--- config.mk ---
export PLATFORM = sky130hd
export DESIGN_NAME = serial_pattern_ctrl
export DESIGN_NICKNAME = d
export VERILOG_FILES = /design/src/rtl/serial_pattern_ctrl.sv
export SDC_FILE = /design/constraint.sdc
export NUM_CORES = 1
export LEC_CHECK = 0
export CORE_UTILIZATION = 35
export CTS_CLUSTER_DIAMETER = 50
export DETAILED_ROUTE_END_ITERATION = 10
export HOLD_SLACK_MARGIN = 0.05
export SYNTH_ARGS = -nofsm -noshare
export SYNTH_HDL_FRONTEND = slang
export SYNTH_SLANG_ARGS = --single-unit
export TNS_END_PERCENT = 1
--- constraint.sdc ---
create_clock -name clk -period 4.3 [get_ports clk]
set_input_delay 0.86 -clock clk [delete_from_list [all_inputs] [get_ports clk]]
set_output_delay 0.86 -clock clk [all_outputs]
set_load 0.005 [all_outputs]
--- src/rtl/serial_pattern_ctrl.sv ---
// serial_pattern_ctrl: configurable serial bit-pattern detector with match counting and auto-stop
module serial_pattern_ctrl #(
  parameter int PW = 8,
  parameter int LW = 4,
  parameter int CW = 8
) (
  input  logic          clk,
  input  logic          rst,
  input  logic          cfg_we,
  input  logic [PW-1:0] cfg_pattern,
  input  logic [LW-1:0] cfg_len,
  input  logic          cfg_overlap,
  input  logic [CW-1:0] cfg_target,
  input  logic          start,
  input  logic          abort,
  input  logic          in,
  input  logic          in_valid,
  output logic          out,
  output logic [CW-1:0] match_count,
  output logic          busy,
  output logic          done
);
  typedef enum logic [1:0] {IDLE, ARMED, DONE} state_t;
  state_t state_q, state_d;
  logic [PW-1:0] pat_q, pat_d, hist_q, hist_d, hist_n;
  logic [LW-1:0] len_q, len_d, fill_q, fill_d, fill_n;
  logic [CW-1:0] tgt_q, tgt_d, cnt_q, cnt_d;
  logic ovl_q, ovl_d, out_q, out_d, match;
  always_comb begin
    hist_n = (hist_q << 1) | PW'(in);
    fill_n = fill_q == len_q ? len_q : fill_q + LW'(1);
    match = fill_n == len_q && ((hist_n ^ pat_q) & ~({PW{1'b1}} << len_q)) == '0;
    state_d = state_q;
    pat_d = pat_q;
    len_d = len_q;
    ovl_d = ovl_q;
    tgt_d = tgt_q;
    hist_d = hist_q;
    fill_d = fill_q;
    cnt_d = cnt_q;
    out_d = 1'b0;
    if (cfg_we && state_q != ARMED) begin
      pat_d = cfg_pattern;
      len_d = cfg_len == '0 ? LW'(1) : cfg_len > LW'(PW) ? LW'(PW) : cfg_len;
      ovl_d = cfg_overlap;
      tgt_d = cfg_target;
    end
    if (abort) begin
      state_d = IDLE;
    end else if (start && state_q != ARMED) begin
      state_d = ARMED;
      hist_d = '0;
      fill_d = '0;
      cnt_d = '0;
    end else if (state_q == ARMED && in_valid) begin
      hist_d = hist_n;
      fill_d = match && !ovl_q ? '0 : fill_n;
      out_d = match;
      cnt_d = match && !(tgt_q == '0 && cnt_q == '1) ? cnt_q + CW'(1) : cnt_q;
      state_d = match && tgt_q != '0 && cnt_q + CW'(1) == tgt_q ? DONE : ARMED;
    end
  end
  always_ff @(posedge clk or posedge rst) begin
    if (rst) begin
      state_q <= IDLE;
      pat_q <= PW'(1);
      len_q <= LW'(1);
      ovl_q <= 1'b0;
      tgt_q <= '0;
      hist_q <= '0;
      fill_q <= '0;
      cnt_q <= '0;
      out_q <= 1'b0;
    end else begin
      state_q <= state_d;
      pat_q <= pat_d;
      len_q <= len_d;
      ovl_q <= ovl_d;
      tgt_q <= tgt_d;
      hist_q <= hist_d;
      fill_q <= fill_d;
      cnt_q <= cnt_d;
      out_q <= out_d;
    end
  end
  assign out = out_q;
  assign match_count = cnt_q;
  assign busy = state_q == ARMED;
  assign done = state_q == DONE;
endmodule

After elaboration in Yosys (flattened, before gate mapping)
Cells that the tools add are included.
- output and inout port bits: 11
- register bits: 43
- bits of input ports: 28
- word-level logic and storage cells: 63
- equal/unequal tests: 7
- bitwise gates (word level): 5
- magnitude comparators: 1
- add/subtract/negate cells: 2
- shift-type cells: 1
- multiplexer cells: 18
- reductions and logical operators: 20
- operator list (operator ; count):
    2-to-1 mux 4 bit ; 6
    2-to-1 mux 8 bit ; 3
    zero test 8 bit ; 2
    2-to-1 mux 7 bit ; 2
    logical AND 1 bit ; 9
    adder 8 x 1 -> 8 bit (second input constant) ; 1
    bitwise AND 8 bit ; 1
    == test 4 bit ; 2
    == test 8 bit ; 1
    == test 8 bit (second input constant) ; 1
    2-to-1 mux 2 bit ; 4
    NOT 8 bit ; 1
    bitwise OR 8 x 1 -> 8 bit ; 1
    nonzero test 8 bit ; 1
    << shifter 8 x 4 -> 8 bit (first input constant) ; 1
    XOR 8 bit ; 1
    adder 4 x 1 -> 4 bit (second input constant) ; 1
    > comparator 4 bit (second input constant) ; 1
    zero test 4 bit ; 1
    nonzero test 2 bit ; 2
    2-to-1 mux 1 bit ; 3
    AND reduction 3 bit ; 1
    nonzero test 3 bit ; 1
    == test 2 x 1 -> 1 bit (second input constant) ; 1
    5 further kinds ; 6

Depth between registers and ports, before layout
Gate-level depths: netlist of the first run.
- depth after elaboration: 11
- mapped depth: 9
- mapped depth without buffers: 8

Worst setup path after synthesis of the first run
Ideal clock, no wire load.
- path kind: register to register
- start: reg len_q[0]
- end: reg cnt_q[7] (netlist: match_count[7])
- cell stages (with the launch flop): 10
- setup slack: 1549 ps
- data required time: 4197 ps
- arrival: 2647 ps
- buffers on the path: 2
- cell sequence: dfstp_2 buf_4 xor2_2 nor4_4 a41oi_2 or4_4 a31o_4 or3_1 buf_6 o41ai_2
- longest elaborated chain between the ends: 8
- ends and longest elaborated chain (item ; RTL line ; source):
    start, declared ; 26 ; logic [LW-1:0] len_q, len_d, fill_q, fill_d, fill_n;
    start signal, assigned ; 77 ; len_q <= len_d;
    << shifter 8 x 4 -> 8 bit ; 32 ; match = fill_n == len_q && ((hist_n ^ pat_q) & ~({PW{1'b1}} << len_q)) == '0;
    NOT 8 bit ; 32 ;
    bitwise AND 8 bit ; 32 ;
    zero test 8 bit ; 32 ;
    logical AND 1 bit (*) ; 32 ;
    logical AND 1 bit (*) ; 59 ; cnt_d = match && !(tgt_q == '0 && cnt_q == '1) ? cnt_q + CW'(1) : cnt_q;
    nonzero test 2 bit (no source line) (*) ; n/a ;
    AND reduction 3 bit (no source line) (*) ; n/a ;
    end signal, assigned ; 82 ; cnt_q <= cnt_d;
    end, declared ; 27 ; logic [CW-1:0] tgt_q, tgt_d, cnt_q, cnt_d;
Every way passes the cells marked *; elsewhere a longest branch is shown, timed or not.
A chain may end at the register's enable or synchronous reset.

Final worst setup path of the first run
- start: reg len_q[2]
- end: reg cnt_q[5] (netlist: match_count[5])
The elaborated chain is that of the path after synthesis.

==> impl_metrics.xml, run 1 <==
<?xml version="1.0" encoding="UTF-8"?>
<metrics>
  <group name="route">
    <metric name="vias" unit="">1858</metric>
    <metric name="met3_length" unit="um">191</metric>
    <metric name="wl_met1" unit="um">2610</metric>
    <metric name="ant_nets" unit="">0</metric>
    <metric name="detailedRoute.firstIterationViolations" unit="">119</metric>
    <metric name="dr_wl_met2" unit="um">2320</metric>
    <metric name="top_layer" unit="">met4</metric>
    <metric name="viasPerCell" unit="">5.43</metric>
    <metric name="drt_pass1_iterations" unit="">7</metric>
    <metric name="wl_per_cell" unit="um">15.3</metric>
    <metric name="finalWirelength" unit="um">5220</metric>
    <metric name="drcViolationCount" unit="">2</metric>
  </group>
  <group name="yosys">
    <metric name="multiplexer_fraction_of_the_synthesized_cell_area" unit="">0.0969</metric>
    <metric name="yosys.area_share.simple" unit="">0.130</metric>
    <metric name="synth.ff_latch_count" unit="">43</metric>
    <metric name="synth-seq-area-share" unit="">0.449</metric>
    <metric name="gate_count_of_the_mapped_netlist" unit="">227</metric>
    <metric name="netlist_area" unit="um^2">2400</metric>
    <metric name="dominant_combinational_cell_family_by_area_after_synthesis" unit="">compound AO/OA/AOI/OAI gates</metric>
    <metric name="yosys-top-cells-count" unit="">dfrtp_1 (41), nand2_1 (21), mux2_2 (18), xnor2_1 (15), xor2_1 (10)</metric>
    <metric name="post_synth_num_cell_types" unit="">47</metric>
    <metric name="synth-compound-area-share" unit="">0.179</metric>
    <metric name="synth.top_cells.by_area" unit="">dfrtp_1 (43%), mux2_2 (8.4%), xnor2_1 (5.5%), xor2_1 (3.6%), nand2_1 (3.3%)</metric>
    <metric name="fraction_of_synthesized_cell_area_taken_by_the_top_area_cell_type" unit="">0.427</metric>
    <metric name="synth_enable_flop_cells" unit="">0</metric>
    <metric name="synth_largest_area_cell" unit="">dfrtp_1</metric>
    <metric name="synthXorXnorAreaFrac" unit="">0.0980</metric>
    <metric name="async_reset_ff_frac" unit="">1.00</metric>
    <metric name="post_synth.cell_area_avg" unit="um^2">10.6</metric>
    <metric name="commonest_register_cell_after_synthesis" unit="">dfrtp_1</metric>
    <metric name="post-synth-top-count-cell" unit="">dfrtp_1</metric>
    <metric name="mappedNetlistNets" unit="">257</metric>
    <metric name="synth-warning-count" unit="">0</metric>
    <metric name="yosys.area_share.adder" unit="">0.0104</metric>
  </group>
  <group name="timing">
    <metric name="final_period_minus_worst_setup_slack" unit="ns">3.09</metric>
    <metric name="timing.final.hold_violations" unit="">0</metric>
    <metric name="setup_slack" unit="ns">1.21</metric>
    <metric name="achievable-frequency" unit="MHz">323</metric>
    <metric name="worst_slew_margin_rel" unit="">0.375</metric>
    <metric name="final_max_slew_viol_count" unit="">0</metric>
    <metric name="setup_repair_after_global_routing_missed_its_margin" unit="">false</metric>
    <metric name="worst_pin_slew" unit="ns">0.935</metric>
    <metric name="setup-violations-final" unit="">0</metric>
    <metric name="timing.clock.skew" unit="ns">0.00366</metric>
    <metric name="accumulated_negative_setup_slack" unit="ns">0</metric>
    <metric name="timing.final.crit_share" unit="">0.719</metric>
  </group>
  <group name="grt">
    <metric name="number_of_antenna_violations_at_the_first_check_in_global_routing" unit="">0</metric>
    <metric name="first_global_vias" unit="">1867</metric>
    <metric name="wire_length_of_the_first_global_routing_pass" unit="um">9160</metric>
    <metric name="global_route.overflow_total" unit="">0</metric>
    <metric name="gr-usage-all-layers" unit="">0.161</metric>
    <metric name="grt_start_max_net_pins" unit="">25</metric>
  </group>
  <group name="layout">
    <metric name="post_route_cells_drive_above_1_share" unit="">0.147</metric>
    <metric name="area_growth_syn_to_layout" unit="%">22.5</metric>
    <metric name="final_net_count" unit="">294</metric>
    <metric name="antennaDiodeCount" unit="">0</metric>
    <metric name="instances_no_fill" unit="">342</metric>
  </group>
  <group name="floorplan">
    <metric name="die_width" unit="um">84.8</metric>
    <metric name="core-area" unit="um^2">6490</metric>
    <metric name="die_footprint" unit="um^2">7200</metric>
    <metric name="placementRows" unit="">29</metric>
    <metric name="dieHeight" unit="um">84.8</metric>
    <metric name="start_util" unit="">0.370</metric>
    <metric name="num_io_pins" unit="">39</metric>
  </group>
  <group name="placed_design">
    <metric name="place_hpwl" unit="um">3790</metric>
    <metric name="post-place-ws" unit="ns">0.988</metric>
    <metric name="io_buffers" unit="">38</metric>
    <metric name="placed_cells" unit="">334</metric>
    <metric name="gp_routability_congestion" unit="">0.915</metric>
  </group>
  <group name="clock_tree">
    <metric name="cts.repair_timing.setup_buffer_count" unit="">0</metric>
    <metric name="post_cts.resized_instances" unit="">0</metric>
    <metric name="tritoncts" unit="">done</metric>
    <metric name="worst_setup_hold_path_clk_slew" unit="ns">0.08</metric>
    <metric name="tritoncts.num_buffers" unit="">5</metric>
    <metric name="ctsHtreeMaxLevel" unit="">2</metric>
    <metric name="clk_path_buf_depth" unit="">2</metric>
    <metric name="insertion_delay" unit="ns">0.30</metric>
    <metric name="post_cts_hold_buffer_count" unit="">0</metric>
    <metric name="clk_root_buf" unit="">clkbuf_8</metric>
    <metric name="cts_num_sinks" unit="">43</metric>
  </group>
  <group name="hold_path">
    <metric name="hold_path.startpoint" unit="">ovl_q$_DFFE_PP0P_</metric>
    <metric name="worstHoldPathType" unit="">flip-flop to flip-flop</metric>
  </group>
  <group name="flow_run">
    <metric name="drv_cap" unit="">0</metric>
  </group>
  <group name="critical_path">
    <metric name="endpoint_kind" unit="">flip-flop</metric>
    <metric name="critical_path_class" unit="">flip-flop to flip-flop</metric>
    <metric name="critPathRequiredTime" unit="ns">4.50</metric>
    <metric name="worst_ep_arrival_time" unit="ns">3.29</metric>
    <metric name="cp-start-kind" unit="">flip-flop</metric>
    <metric name="critPathLaunch" unit="">len_q[2]$_DFFE_PP0P_</metric>
    <metric name="regToRegStartpoint" unit="">len_q[2]$_DFFE_PP0P_</metric>
    <metric name="cp_max_fo" unit="">10</metric>
  </group>
  <group name="power">
    <metric name="power_density" unit="nW/um^2">398</metric>
    <metric name="irDropWorstVdd" unit="mV">0.140</metric>
    <metric name="fin_total_pwr" unit="mW">1.17</metric>
    <metric name="static_power_due_to_leakage" unit="nW">1.19</metric>
  </group>
  <group name="outcome">
    <metric name="violations" unit="">design-rule violations</metric>
    <metric name="run_status" unit="">finished with violations</metric>
  </group>
</metrics>
==> critical path, cell delays in order (launching register included) <==
cell     delay [ns]
dfrtp_1        0.57
xor2_1         0.20
nor4_4         0.61
a41oi_2        0.09
or4_4          0.55
a31o_4         0.26
or3_1          0.46
o31ai_1        0.26
==> sequential cells by signal, summed over array words and instances (netlist names) <==
| name | cells |
|---|---|
| fill_q | 4 |
| ovl_q | 1 |
| state_q | 2 |
| hist_q | 7 |
| out | 1 |
| match_count | 8 |
| len_q | 4 |
| pat_q | 8 |
| tgt_q | 8 |
==> area by class of cell <==
cell class	instances	area, um^2
Clock buffer	5	68.8
Clock inverter	3	43.8
Fill cell	605	3550
Inverter	8	30.0
Multi-Input combinational cell	167	1230
Sequential cell	43	1080
Tap cell	77	96.3
Timing Repair Buffer	39	388
==> layer usage <==
layer / vias to the layer above / global-route usage
met5: - / 0
li1: 909 / -
met2: 48 / 0.235
met1: 891 / 0.237
met3: 10 / 0.0263
met4: 0 / 0.0663
==> logic make-up (layout without fill, tap and decap cells) <==
logic type                 after synthesis  after routing
DFF                                     43             43
muxes                                   21             21
xor gates and xnor gates                26             26
adders and majority gates                2              2
and+or+nand+nor                         60             60
buffers and inverters                   17             55
AOI/OAI and AO/OA                       58             58
==> stage by stage <==
stage	util	hold WS, ns	cell area, um^2
global placement	0.435	0.513	2830
detailed placement	0.435	0.519	2830
floorplan	-	0.474	2400
CTS	0.453	0.538	2940
finish	0.453	0.531	2940
global route	0.453	0.551	2940
==> layout by cell type (no fill, tap or decap), drive strengths merged, types with 3 or more instances in the layout <==
master          n
nor3            4
nand3           6
dfrtp          41
nand2          21
xnor2          15
a22o            7
inv             8
mux2i           3
nor2b           3
o22ai           3
clkbuf          5
nor4            5
a31oi           6
nand2b          3
o21ai           9
a21oi           9
nor2            8
xor2           11
mux2           18
clkdlybuf4s50  38
o31ai           8
==> power by group <==
part           switching (mW)  total (mW)  internal [mW]
combinational           0.137       0.304          0.167
clock                   0.149       0.322          0.173
sequential             0.0846       0.545          0.461
==> path summary, 6_finish.rpt <==
path	to	slack, ns	depth (start not counted)
max	match_count[5]$_DFFE_PP0P_	1.21	7
min	ovl_q$_DFFE_PP0P_	0.53	1
max reg2reg	match_count[5]$_DFFE_PP0P_	1.21	7
min reg2reg	ovl_q$_DFFE_PP0P_	0.53	1
max in group asynchronous	pat_q[0]$_DFFE_PP1P_	2.44	3
min in group asynchronous	ovl_q$_DFFE_PP0P_	1.03	2
Note: power is estimated with default switching activity, not from simulation.
==> run 2, diff against run 1 <==
Clock period 4.3 ns to 2.6 ns, I/O delays scaled along.
==> run 2 against run 1 <==
  * The flow still finishes with violations (design-rule violations)
  * Via count increased by 3.9%
  * Worst hold slack got worse by 0.017 ns
  * Sequential power increased by 61%
  * Core utilization increased by 3.9 points
  * First-iteration DRC count decreased by 2.5%
  * Cell area increased by 8.6%
  * Non-clock buffer count increased by 24
  * Critical path type unchanged
  * Largest cell class unchanged
  * Highest routed layer unchanged
==> impl_metrics.xml, run 2 (same netlist as run 1, synthesis figures left out) <==
<?xml version="1.0" encoding="UTF-8"?>
<metrics>
  <group name="grt">
    <metric name="grt_start_max_net_pins" unit="">44</metric>
    <metric name="wire_length_of_the_first_global_routing_pass" unit="um">9100</metric>
    <metric name="global_route.overflow_total" unit="">0</metric>
    <metric name="number_of_antenna_violations_at_the_first_check_in_global_routing" unit="">0</metric>
    <metric name="gr-usage-all-layers" unit="">0.160</metric>
    <metric name="first_global_vias" unit="">1895</metric>
  </group>
  <group name="timing">
    <metric name="setup_repair_after_global_routing_missed_its_margin" unit="">false</metric>
    <metric name="setup-violations-final" unit="">0</metric>
    <metric name="timing.final.crit_share" unit="">0.971</metric>
    <metric name="timing.final.hold_violations" unit="">0</metric>
    <metric name="achievable-frequency" unit="MHz">396</metric>
    <metric name="final_period_minus_worst_setup_slack" unit="ns">2.52</metric>
    <metric name="worst_slew_margin_rel" unit="">0.629</metric>
    <metric name="setup_slack" unit="ns">0.0761</metric>
    <metric name="timing.clock.skew" unit="ns">0.00820</metric>
    <metric name="worst_hold_slack" unit="ns">0.514</metric>
    <metric name="final_max_slew_viol_count" unit="">0</metric>
    <metric name="worst_pin_slew" unit="ns">0.557</metric>
  </group>
  <group name="outcome">
    <metric name="run_status" unit="">finished with violations</metric>
    <metric name="violations" unit="">design-rule violations</metric>
  </group>
  <group name="critical_path">
    <metric name="regToRegStartpoint" unit="">len_q[2]$_DFFE_PP0P_</metric>
    <metric name="reg2reg_setup_slack" unit="ns">0.08</metric>
    <metric name="worst_ep_arrival_time" unit="ns">2.70</metric>
    <metric name="worstPathCellList" unit="">xor2_2 -&gt; nor4_4 -&gt; a41oi_2 -&gt; or4_4 -&gt; buf_4 -&gt; or3_2 -&gt; a32o_1</metric>
    <metric name="timing.critical_path.slowest_stage_cell" unit="">dfrtp_2</metric>
    <metric name="largest_incremental_delay_on_the_critical_path" unit="ns">0.50</metric>
    <metric name="endpoint_kind" unit="">flip-flop</metric>
    <metric name="worst-path-buf-inv" unit="">1</metric>
    <metric name="timing.critical_path.max_delay_family" unit="">simple AND/OR/NAND/NOR gates</metric>
    <metric name="critPathRequiredTime" unit="ns">2.78</metric>
    <metric name="cp_max_fo" unit="">9</metric>
    <metric name="worst_r2r_path_depth" unit="">7</metric>
    <metric name="r2r-end" unit="">state_q[0]$_DFFE_PP0P_</metric>
    <metric name="critical_path_class" unit="">flip-flop to flip-flop</metric>
    <metric name="cp-start-kind" unit="">flip-flop</metric>
  </group>
  <group name="clock_tree">
    <metric name="tritoncts.num_buffers" unit="">5</metric>
    <metric name="worst_setup_hold_path_clk_slew" unit="ns">0.09</metric>
    <metric name="cts_num_sinks" unit="">43</metric>
    <metric name="clk_root_buf" unit="">clkbuf_8</metric>
    <metric name="clk_path_buf_depth" unit="">2</metric>
    <metric name="insertion_delay" unit="ns">0.29</metric>
    <metric name="tritoncts" unit="">done</metric>
    <metric name="post_cts_hold_buffer_count" unit="">0</metric>
    <metric name="ctsHtreeMaxLevel" unit="">2</metric>
  </group>
  <group name="power">
    <metric name="static_power_due_to_leakage" unit="nW">1.32</metric>
    <metric name="power_switching_share" unit="">0.294</metric>
    <metric name="p_int" unit="mW">1.50</metric>
    <metric name="p_clk_frac" unit="">0.289</metric>
    <metric name="share_seq_of_total_power" unit="">0.414</metric>
    <metric name="irDropWorstVdd" unit="mV">0.237</metric>
    <metric name="fin_total_pwr" unit="mW">2.12</metric>
    <metric name="p_switching" unit="mW">0.624</metric>
    <metric name="power.share.combinational" unit="">0.297</metric>
    <metric name="power_density" unit="nW/um^2">664</metric>
  </group>
  <group name="route">
    <metric name="detailedRoute.firstIterationViolations" unit="">116</metric>
    <metric name="wl_per_cell" unit="um">15.1</metric>
    <metric name="vias" unit="">1931</metric>
    <metric name="ant_nets" unit="">0</metric>
    <metric name="viasPerCell" unit="">5.28</metric>
    <metric name="top_layer" unit="">met4</metric>
    <metric name="dr_wl_met2" unit="um">2490</metric>
    <metric name="drcViolationCount" unit="">1</metric>
    <metric name="met3_length" unit="um">200</metric>
    <metric name="drt_pass1_iterations" unit="">7</metric>
    <metric name="wl_met1" unit="um">2770</metric>
    <metric name="finalWirelength" unit="um">5520</metric>
  </group>
  <group name="floorplan">
    <metric name="num_io_pins" unit="">39</metric>
    <metric name="dieHeight" unit="um">84.8</metric>
    <metric name="core-area" unit="um^2">6490</metric>
    <metric name="start_util" unit="">0.370</metric>
    <metric name="die_footprint" unit="um^2">7200</metric>
    <metric name="placementRows" unit="">29</metric>
    <metric name="die_width" unit="um">84.8</metric>
  </group>
  <group name="placed_design">
    <metric name="io_buffers" unit="">38</metric>
    <metric name="place_hpwl" unit="um">3880</metric>
    <metric name="placedInstanceArea" unit="um^2">2960</metric>
    <metric name="placed_cells" unit="">350</metric>
    <metric name="gp_routability_congestion" unit="">0.833</metric>
    <metric name="post-place-ws" unit="ns">-0.282</metric>
  </group>
  <group name="layout">
    <metric name="antennaDiodeCount" unit="">0</metric>
    <metric name="final_net_count" unit="">318</metric>
    <metric name="fillers" unit="">594</metric>
    <metric name="final_design_area_no_fill" unit="um^2">3190</metric>
    <metric name="multi_input_comb_area" unit="um^2">1290</metric>
    <metric name="post_route_cells_drive_above_1_share" unit="">0.246</metric>
    <metric name="area_growth_syn_to_layout" unit="%">33.0</metric>
    <metric name="instances_no_fill" unit="">366</metric>
    <metric name="seqCellArea" unit="um^2">1080</metric>
    <metric name="layout_common_cells" unit="">dfrtp_1 (38), clkdlybuf4s50_1 (38), buf_4 (23)</metric>
  </group>
  <group name="hold_path">
    <metric name="hold_path.startpoint" unit="">ovl_q$_DFFE_PP0P_</metric>
    <metric name="worst_hold_path.num_cells" unit="">1</metric>
    <metric name="whs_endpoint" unit="">ovl_q$_DFFE_PP0P_</metric>
    <metric name="worstHoldPathType" unit="">flip-flop to flip-flop</metric>
  </group>
  <group name="flow_run">
    <metric name="drv_cap" unit="">0</metric>
  </group>
</metrics>
==> run 2: changes by cell type in the layout (fill, tap and decap cells not counted), moves of 2 or more <==
cell / previous run / this run
dfrtp_1: 41 / 38
buf_2: 0 / 2
buf_4: 1 / 23
dfrtp_2: 0 / 3
==> run 2: area by class of cell <==
type	count	share of cell area
multi-input combinational	167	0.404
sequential	43	0.339
timing repair buffer	63	0.176
tap	77	0.0302
clock buffer	6	0.0227
clock inverter	2	0.0188
inverter	8	0.00940
==> run 2: power groups by stage <==
| stage | clock, mW | sequential, mW | combinational [mW] |
|---|---|---|---|
| detailed placement | 0 | 0.896 | 0.566 |
| global route | 0.656 | 0.892 | 0.693 |
| CTS | 0.635 | 0.885 | 0.568 |
| global placement | 0 | 0.892 | 0.557 |
| finish | 0.613 | 0.877 | 0.629 |
| floorplan | 0 | 0.858 | 0.391 |
==> run 2: timing repair <==
| action | in CTS | in global routing |
|---|---|---|
| endpoints found under the setup margin | 7 | 8 |
| gates resized for setup | 3 | 7 |
| pin swaps | 0 | 1 |
| setup buffers | 0 | 8 |
==> run 2: per-layer routing <==
layer | GRT usage | vias up
met2 | 0.256 | 41
met5 | 0 | -
met1 | 0.220 | 929
met3 | 0.0253 | 4
li1 | - | 957
met4 | 0.0632 | 0
==> run 2: worst max path at each step <==
stage,from,to,slack (ns),depth (start not counted)
2_1_floorplan,len_q[1]$_DFFE_PP0P_,match_count[7]$_DFFE_PP0P_,-0.009,9
3_3_place_gp,in,match_count[7]$_DFFE_PP0P_,-0.25,7
3_5_place_dp,in,match_count[7]$_DFFE_PP0P_,-0.28,7
4_1_cts,len_q[0]$_DFFE_PP1P_,match_count[7]$_DFFE_PP0P_,0.005,7
5_1_grt,len_q[2]$_DFFE_PP0P_,state_q[0]$_DFFE_PP0P_,0.002,7
6_report,len_q[2]$_DFFE_PP0P_,state_q[0]$_DFFE_PP0P_,0.08,7
==> run 2: metrics by stage <==
stage                     TNS [ns]  utilization
after floorplan           -0.00899            -
after global placement       -2.00        0.455
after detailed placement     -2.36        0.455
after CTS                        0        0.476
after global routing             0        0.492
final                            0        0.492
==> run 3, diff against run 2 <==
Settings changed: PLACE_DENSITY_LB_ADDON set to 0.08.
==> run 3 against run 2 <==
  * The run still ends with design-rule violations left
  * Cell area is 3.3% lower
  * First-iteration DRC count is 9.5% lower
  * Clock skew is 0.0029 ns higher
  * Via count is 1.0% lower
  * Core utilization is 1.6 points lower
  * Worst setup slack worse by 0.0045 ns
  * Die area stayed put
  * Fmax is 0.18% lower
  * Register-to-register slack hardly changed
  * Power is 5.1% lower
  * Sequential cell count stayed put
  * Combinational power is 7.5% lower
  * Critical endpoint unchanged
  * Largest power group unchanged
==> impl_metrics.xml, run 3 (same netlist as run 1, synthesis figures left out) <==
<?xml version="1.0" encoding="UTF-8"?>
<metrics>
  <group name="clock_tree">
    <metric name="cts.repair_timing.setup_buffer_count" unit="">0</metric>
    <metric name="clk_path_buf_depth" unit="">2</metric>
    <metric name="post_cts.resized_instances" unit="">3</metric>
    <metric name="clk_root_buf" unit="">clkbuf_8</metric>
    <metric name="tritoncts.num_buffers" unit="">5</metric>
    <metric name="post_cts_hold_buffer_count" unit="">0</metric>
    <metric name="insertion_delay" unit="ns">0.31</metric>
    <metric name="ctsHtreeMaxLevel" unit="">2</metric>
    <metric name="tritoncts" unit="">done</metric>
    <metric name="cts_num_sinks" unit="">43</metric>
    <metric name="worst_setup_hold_path_clk_slew" unit="ns">0.08</metric>
  </group>
  <group name="power">
    <metric name="fin_total_pwr" unit="mW">2.01</metric>
    <metric name="static_power_due_to_leakage" unit="nW">1.27</metric>
    <metric name="power_density" unit="nW/um^2">651</metric>
    <metric name="irDropWorstVdd" unit="mV">0.323</metric>
  </group>
  <group name="route">
    <metric name="drt_pass1_iterations" unit="">7</metric>
    <metric name="ant_nets" unit="">0</metric>
    <metric name="finalWirelength" unit="um">5380</metric>
    <metric name="drcViolationCount" unit="">3</metric>
    <metric name="wl_per_cell" unit="um">15.0</metric>
    <metric name="vias" unit="">1911</metric>
    <metric name="detailedRoute.firstIterationViolations" unit="">105</metric>
    <metric name="viasPerCell" unit="">5.32</metric>
  </group>
  <group name="floorplan">
    <metric name="start_util" unit="">0.370</metric>
    <metric name="num_io_pins" unit="">39</metric>
    <metric name="die_footprint" unit="um^2">7200</metric>
    <metric name="core-area" unit="um^2">6490</metric>
    <metric name="placementRows" unit="">29</metric>
    <metric name="dieHeight" unit="um">84.8</metric>
    <metric name="die_width" unit="um">84.8</metric>
  </group>
  <group name="layout">
    <metric name="commonest_non_fill_non_tap_cell_in_the_layout" unit="">clkdlybuf4s50_1</metric>
    <metric name="final_net_count" unit="">311</metric>
    <metric name="layout_common_cells" unit="">clkdlybuf4s50_1 (38), dfrtp_1 (37), nand2_1 (21)</metric>
    <metric name="fillers" unit="">612</metric>
    <metric name="antennaDiodeCount" unit="">0</metric>
    <metric name="multi_input_comb_area" unit="um^2">1250</metric>
    <metric name="post_route_cells_drive_above_1_share" unit="">0.220</metric>
    <metric name="area_growth_syn_to_layout" unit="%">28.7</metric>
    <metric name="seqCellArea" unit="um^2">1080</metric>
    <metric name="postLayoutCoreUtil" unit="">0.476</metric>
    <metric name="instances_no_fill" unit="">359</metric>
  </group>
  <group name="timing">
    <metric name="worst_slew_margin_rel" unit="">0.627</metric>
    <metric name="timing.final.hold_violations" unit="">0</metric>
    <metric name="worst_hold_slack" unit="ns">0.534</metric>
    <metric name="setup_repair_after_global_routing_missed_its_margin" unit="">true</metric>
    <metric name="setup-violations-final" unit="">0</metric>
    <metric name="timing.final.crit_share" unit="">0.972</metric>
    <metric name="worst_pin_slew" unit="ns">0.560</metric>
    <metric name="achievable-frequency" unit="MHz">396</metric>
    <metric name="timing.clock.skew" unit="ns">0.0111</metric>
    <metric name="final_period_minus_worst_setup_slack" unit="ns">2.53</metric>
    <metric name="final_max_slew_viol_count" unit="">0</metric>
    <metric name="accumulated_negative_setup_slack" unit="ns">0</metric>
  </group>
  <group name="critical_path">
    <metric name="cp-start-kind" unit="">input port</metric>
    <metric name="worst_ep_arrival_time" unit="ns">2.73</metric>
    <metric name="endpoint_kind" unit="">flip-flop</metric>
    <metric name="r2r-end" unit="">state_q[0]$_DFFE_PP0P_</metric>
    <metric name="reg2reg_setup_slack" unit="ns">0.09</metric>
    <metric name="cp_max_fo" unit="">3</metric>
    <metric name="regToRegStartpoint" unit="">fill_q[1]$_DFFE_PP0P_</metric>
    <metric name="largest_incremental_delay_on_the_critical_path" unit="ns">0.54</metric>
    <metric name="worstPathCellList" unit="">clkdlybuf4s50_1 -&gt; xnor2_1 -&gt; o221ai_1 -&gt; or4_4 -&gt; buf_4 -&gt; or3_2 -&gt; a32o_1</metric>
    <metric name="worst_r2r_path_depth" unit="">7</metric>
    <metric name="critical_path_class" unit="">input port to flip-flop</metric>
    <metric name="critPathRequiredTime" unit="ns">2.80</metric>
    <metric name="timing.critical_path.slowest_stage_cell" unit="">or4_4</metric>
  </group>
  <group name="grt">
    <metric name="first_global_vias" unit="">1917</metric>
    <metric name="gr-usage-all-layers" unit="">0.168</metric>
    <metric name="grtUsageMet1" unit="">0.250</metric>
    <metric name="wire_length_of_the_first_global_routing_pass" unit="um">9320</metric>
    <metric name="grt_start_max_net_pins" unit="">44</metric>
    <metric name="global_route.overflow_total" unit="">0</metric>
    <metric name="number_of_antenna_violations_at_the_first_check_in_global_routing" unit="">0</metric>
    <metric name="met2_usage" unit="">0.231</metric>
    <metric name="use_met3" unit="">0.0409</metric>
    <metric name="highest_utilization_routing_layer_at_the_global_route_stage" unit="">met1</metric>
  </group>
  <group name="outcome">
    <metric name="run_status" unit="">finished with violations</metric>
    <metric name="violations" unit="">design-rule violations</metric>
  </group>
  <group name="placed_design">
    <metric name="place_hpwl" unit="um">3950</metric>
    <metric name="gp_routability_congestion" unit="">0.760</metric>
    <metric name="placed_cells" unit="">351</metric>
    <metric name="io_buffers" unit="">38</metric>
  </group>
  <group name="hold_path">
    <metric name="hold_path.startpoint" unit="">hist_q[6]$_DFFE_PP0P_</metric>
    <metric name="worstHoldPathType" unit="">flip-flop to flip-flop</metric>
    <metric name="whs_endpoint" unit="">hist_q[6]$_DFFE_PP0P_</metric>
    <metric name="worst_hold_path.num_cells" unit="">1</metric>
  </group>
  <group name="flow_run">
    <metric name="drv_cap" unit="">0</metric>
  </group>
</metrics>
-- run 3: layout make-up --
| class | count | share of cell area |
|---|---|---|
| Clock inverter | 2 | 0.0113 |
| Clock buffer | 6 | 0.0267 |
| Timing Repair Buffer | 56 | 0.167 |
| Multi-Input combinational cell | 167 | 0.404 |
| Tap cell | 77 | 0.0312 |
| Inverter | 8 | 0.00972 |
| Sequential cell | 43 | 0.351 |
-- run 3: worst max-delay path, delay by kind of cell --
kind	cells	cell delay, ns
AOI/OAI and AO/OA	2	0.36
xor gates and xnor gates	1	0.22
buffers and inverters	2	0.58
and+or+nand+nor	2	1.04
-- run 3: how the worst max path moves through the flow --
stage | startpoint | end | cells after the start
floorplan | len_q[1]$_DFFE_PP0P_ | match_count[7]$_DFFE_PP0P_ | 9
global placement | in | match_count[5]$_DFFE_PP0P_ | 7
detailed placement | in | match_count[5]$_DFFE_PP0P_ | 7
CTS | len_q[1]$_DFFE_PP0P_ | state_q[0]$_DFFE_PP0P_ | 7
global route | len_q[3]$_DFFE_PP0P_ | state_q[0]$_DFFE_PP0P_ | 6
finish | in | state_q[0]$_DFFE_PP0P_ | 7
-- run 3: through the flow --
step | setup slack [ns] | area (um^2)
after floorplan | -0.00899 | 2420
after global placement | -0.286 | 2960
after detailed placement | -0.326 | 2960
after CTS | 0.0564 | 3090
after global routing | -0.0117 | 3090
final | 0.0716 | 3090
-- run 3: routing by layer --
layer | part of all wire | up-vias
li1 | - | 935
met1 | 0.50 | 919
met2 | 0.43 | 49
met3 | 0.053 | 8
met4 | 0.017 | 0
met5 | 0 | -
-- run 3: where the power goes --
part / switching, mW / internal, mW
clock network: 0.241 / 0.311
registers: 0.114 / 0.764
logic: 0.258 / 0.324
